$ cat config.mk
export PLATFORM = sky130hd
export DESIGN_NAME = ipml_fifo_fwft_rd_adapter
export DESIGN_NICKNAME = d
export VERILOG_FILES = /design/src/rtl/ipml_fifo_fwft_rd_adapter.sv
export SDC_FILE = /design/constraint.sdc
export NUM_CORES = 1
export LEC_CHECK = 0
export BUFFER_PORTS_ARGS = -buffer_cell sky130_fd_sc_hd__buf_2
export CORE_ASPECT_RATIO = 2
export CORE_MARGIN = 5
export CORE_UTILIZATION = 40
export DETAILED_ROUTE_END_ITERATION = 7
export PLACE_DENSITY = 0.73
export SYNTH_ARGS = -nofsm -noshare
export SYNTH_HDL_FRONTEND = slang
export SYNTH_SLANG_ARGS = --single-unit
$ cat constraint.sdc
create_clock -name rd_clk -period 4.65 [get_ports rd_clk]
set_input_delay 0.93 -clock rd_clk [delete_from_list [all_inputs] [get_ports rd_clk]]
set_output_delay 0.93 -clock rd_clk [all_outputs]
set_load 0.005 [all_outputs]
$ cat src/rtl/ipml_fifo_fwft_rd_adapter.sv
// Read-side adapter: turns the L_FIFO read port (rd_en, data after a fixed latency) into a
// first-word-fall-through valid/ready stream. Define FWFT_LEVEL_EN to add the buf_level output.
module ipml_fifo_fwft_rd_adapter #(
    parameter int c_DATA_WIDTH = 32,
    parameter int c_RD_LATENCY = 1
) (
    input  logic                    rd_clk,
    input  logic                    rd_rst,
    input  logic [c_DATA_WIDTH-1:0] fifo_rd_data,
    input  logic                    fifo_rd_empty,
    output logic                    fifo_rd_en,
    output logic                    fifo_rd_oce,
    output logic                    m_valid,
    input  logic                    m_ready,
    output logic [c_DATA_WIDTH-1:0] m_data
`ifdef FWFT_LEVEL_EN
    ,
    output logic [$clog2(c_RD_LATENCY+2)-1:0] buf_level
`endif
);

    localparam int c_BUF_DEPTH = c_RD_LATENCY + 1;
    localparam int c_CW        = $clog2(c_BUF_DEPTH + 1);
    localparam int c_PW        = $clog2(c_BUF_DEPTH);
    localparam int c_SW        = c_CW + 2;
    localparam logic [c_PW-1:0] c_PTR_LAST = c_PW'(c_BUF_DEPTH - 1);

    logic [c_RD_LATENCY-1:0] r_issue;
    logic [c_CW-1:0]         r_count;
    logic [c_PW-1:0]         r_wptr;
    logic [c_PW-1:0]         r_rptr;
    logic                    r_valid;
    logic [c_DATA_WIDTH-1:0] r_buf [c_BUF_DEPTH];

    logic            w_pop;
    logic            w_arrive;
    logic [c_SW-1:0] w_inflight;
    logic [c_SW-1:0] w_credit_used;
    logic [c_CW-1:0] w_count_nxt;

    function automatic logic [c_SW-1:0] f_popcount(input logic [c_RD_LATENCY-1:0] v);
        logic [c_SW-1:0] n;
        n = '0;
        for (int i = 0; i < c_RD_LATENCY; i++) begin
            n = n + c_SW'(v[i]);
        end
        return n;
    endfunction

    // Depth is usually not a power of two, so the wrap is explicit.
    function automatic logic [c_PW-1:0] f_ptr_inc(input logic [c_PW-1:0] p);
        logic [c_PW-1:0] q;
        if (p == c_PTR_LAST) begin
            q = '0;
        end else begin
            q = p + c_PW'(1'b1);
        end
        return q;
    endfunction

    // Credit check counts this cycle's pop so a full buffer can keep issuing while draining.
    always_comb begin
        w_pop         = r_valid & m_ready;
        w_arrive      = r_issue[c_RD_LATENCY-1];
        w_inflight    = f_popcount(r_issue);
        w_credit_used = c_SW'(r_count) + w_inflight - c_SW'(w_pop);
        w_count_nxt   = r_count + c_CW'(w_arrive) - c_CW'(w_pop);
        if (rd_rst || fifo_rd_empty) begin
            fifo_rd_en = 1'b0;
        end else begin
            fifo_rd_en = (w_credit_used < c_SW'(c_BUF_DEPTH));
        end
    end

    always_ff @(posedge rd_clk) begin
        if (rd_rst) begin
            r_issue <= '0;
            r_count <= '0;
            r_wptr  <= '0;
            r_rptr  <= '0;
            r_valid <= 1'b0;
        end else begin
            r_issue <= (r_issue << 1'b1) | c_RD_LATENCY'(fifo_rd_en);
            r_count <= w_count_nxt;
            r_valid <= (w_count_nxt != '0);
            if (w_arrive) begin
                r_wptr <= f_ptr_inc(r_wptr);
            end
            if (w_pop) begin
                r_rptr <= f_ptr_inc(r_rptr);
            end
        end
    end

    // Skid storage; cleared on reset so m_data reads zero until the first word lands.
    always_ff @(posedge rd_clk) begin
        if (rd_rst) begin
            for (int i = 0; i < c_BUF_DEPTH; i++) begin
                r_buf[i] <= '0;
            end
        end else if (w_arrive) begin
            r_buf[r_wptr] <= fifo_rd_data;
        end
    end

    assign fifo_rd_oce = 1'b1;
    assign m_valid     = r_valid;
    assign m_data      = r_buf[r_rptr];

`ifdef FWFT_LEVEL_EN
    assign buf_level = r_count;
`endif

endmodule
==> impl_metrics.csv <==
group,metric,value,unit
synth,seq_area_frac_synth,64.8,%
global_route,grt_usage,13.1,%
clocking,h-tree-depth,3,
synth,yosys.area.top_type,"edfxtp_1",
synth,synth_area_per_cell,15.3,sq um
layout,syn_to_final_growth,20.5,%
floorplanning,die_w,73.1,microns
synth,synthesis.nets,248,
synth,ys_dominant_reg_cell,"edfxtp_1",
global_route,grt_max_degree,34,
sta,fmax,282,MHz
worst_setup_path,cp_max_fo,3,
worst_hold_path,hp-class,"flop to flop",
sta,setup_viol,0,
clocking,ctsResizeCount,0,
worst_setup_path,crit_type,"input port to output port",
detailed_routing,wl,6030,microns
synth,synth_area,3180,sq um
layout,drive_above_1_share,57.7,%
clocking,postCtsHoldBufs,0,
synth,yosysWarningCount,0,
detailed_routing,wl_per_cell,16.0,microns
worst_setup_path,r2r.worst_path.cells,2,
sta,worst_pin_slew,1050,ps
clocking,cts_made_buffers,9,
synth,yosysUniqueCellTypes,27,
global_route,antenna_found_initial,0,
sta,slew-limit-headroom,29.6,%
floorplanning,coreArea,7830,sq um
sta,finalClockSkew,5.94,ps
detailed_routing,dr.first_iter.drc_count,95,
clocking,cts_root_buf,"clkbuf_16",
sta,rsz0062_at_grt,"false",
clocking,clk_latency,320,ps
detailed_routing,drc,0,
worst_setup_path,cp-end-kind,"output port",
synth,synth_edf_count,64,
synth,syn_inst,208,
power,power.density,479,nW/um^2
place,place_inst,363,
clocking,post-cts-setup-buffers,0,
sta,setup_ws,1100,ps
clocking,cts_tree,"done",
layout,fin_nets,318,
clocking,clk_pin_slew,50,ps
worst_setup_path,cp.required,3720,ps
sta,slew_violations,0,
sta,timing.final.crit_share,76.3,%
synth,ys_ff_latch,71,
layout,fin_cells,377,
synth,synthTopCellsByArea,"edfxtp_1, and2_2, mux2_2, dfxtp_1, and2_1",
power,power.leakage,1.62,nW
floorplanning,initial_core_util,40.6,%
power,ir_worst_vdd,0.262,mV
clocking,cts.sinks,71,
floorplanning,die-area,9940,sq um
detailed_routing,ant_nets,0,
place,preCtsSetupSlack,1100,ps
floorplanning,ioPinCount,71,
layout,diodes,0,
synth,async_flop_share,0,%
global_route,grt_first_pass_wirelength,9670,microns
detailed_routing,viasPerCell,4.82,
place,io_buffers,69,
sta,hold_viol_final,0,
clocking,cts_buffer_depth,2,
global_route,overflow,0,
job,maxCapViolCount,0,
synth,yosysMostFrequentCell,"edfxtp_1",
place,gp_congestion,0.719,
run_status,status,"completed",
detailed_routing,first_pass_iters,4,
global_route,grt_pass1_vias,1953,
floorplanning,die_h,136,microns
synth,synth_top_area_share,60.4,%
synth,yosys-top-cells-count,"edfxtp_1, and2_2, mux2_2",
sta,setup_tns,0,ps
worst_setup_path,critPathLaunchType,"input port",
worst_setup_path,arrival,2620,ps
sta,fin_crit,3550,ps
detailed_routing,num_vias,1816,
worst_hold_path,min_path_cells,2,
power,power.total,1.84,mW
floorplanning,rows,46,
place,dp_hpwl,4070,microns
-- sequential cells by signal, summed over array words and instances, names as in the netlist, named ones only --
signal   count
r_issue      1
r_rptr       1
r_wptr       1
m_valid      1
r_count      2
r_buf       64
-- logic make-up (layout without fill, tap and decap cells) --
group | count (synthesis) | count (layout) | synth area share [%]
multiplexers | 32 | 32 | 11.3
XOR/XNOR | 3 | 3 | 0.826
flip-flops | 71 | 71 | 64.8
other | 1 | 1 | 0.118
AO/OA/AOI/OAI | 6 | 6 | 1.42
buffers and inverters | 15 | 88 | 2.75
AND/OR/NAND/NOR | 76 | 76 | 16.9
adder cells (fa/ha/maj) | 4 | 4 | 1.81
-- power breakdown --
group | switching [mW] | total (mW) | leakage, nW | internal [mW]
logic | 0.186 | 0.392 | 0.769 | 0.206
registers | 0.0496 | 0.872 | 0.724 | 0.822
clock network | 0.219 | 0.572 | 0.122 | 0.353
total | 0.455 | 1.84 | 1.62 | 1.38
-- path summary, 6_finish.rpt --
| check | slack (ps) | start | endpoint |
|---|---|---|---|
| worst min register to register | 540 | m_valid$_SDFF_PP0_ | r_rptr$_SDFFE_PP0P_ |
| worst max register to register | 2550 | r_wptr$_SDFFE_PP0P_ | r_buf[1][23]$_SDFFCE_PN0P_ |
| worst max-delay path | 1100 | m_ready | fifo_rd_en |
| worst min-delay path | 540 | m_valid$_SDFF_PP0_ | r_rptr$_SDFFE_PP0P_ |
-- layout by cell type, fill, tap and decap left out, types with 2 or more instances in the layout --
cell,n
nand2_1,2
clkinv_2,2
buf_2,69
dfxtp_1,7
a2111oi_0,2
clkbuf_16,9
mux2_1,2
nor2_1,3
or2_2,2
clkbuf_1,3
inv_1,3
ha_1,3
and2_1,19
xnor2_1,2
mux2_2,30
edfxtp_1,64
and2_2,45
a21oi_1,2
buf_4,2
-- critical path: stages --
cell and delay (ps):
buf_2 110, nand2_1 90, xnor2_1 120, ha_1 180
inv_1 60, fa_1 510, nand2b_1 90, a2111oi_0 350
buf_2 180
-- through the flow --
step | area (sq um) | util, % | hold slack, ps
2_1_floorplan | 3180 | - | 507
3_3_place_gp | 3580 | 45.8 | 527
3_5_place_dp | 3580 | 45.8 | 542
4_1_cts | 3830 | 48.9 | 543
5_1_grt | 3830 | 48.9 | 588
6_report | 3830 | 48.9 | 541
-- area by class of cell --
class	count	area (sq um)
Timing Repair Buffer	71	360
Multi-Input combinational cell	122	1030
Sequential cell	71	2060
Clock inverter	2	10.0
Fill cell	736	4000
Clock buffer	12	236
Inverter	3	11.3
Tap cell	96	120
-- per-layer routing --
layer  track usage, %  wire, microns  vias up
li1                 -              -      866
met1             16.0           2520      873
met2             21.3           2970       71
met3             4.44            475        6
met4             4.62             59        0
met5                0              0        -
(Power assumes the default switching activity.)
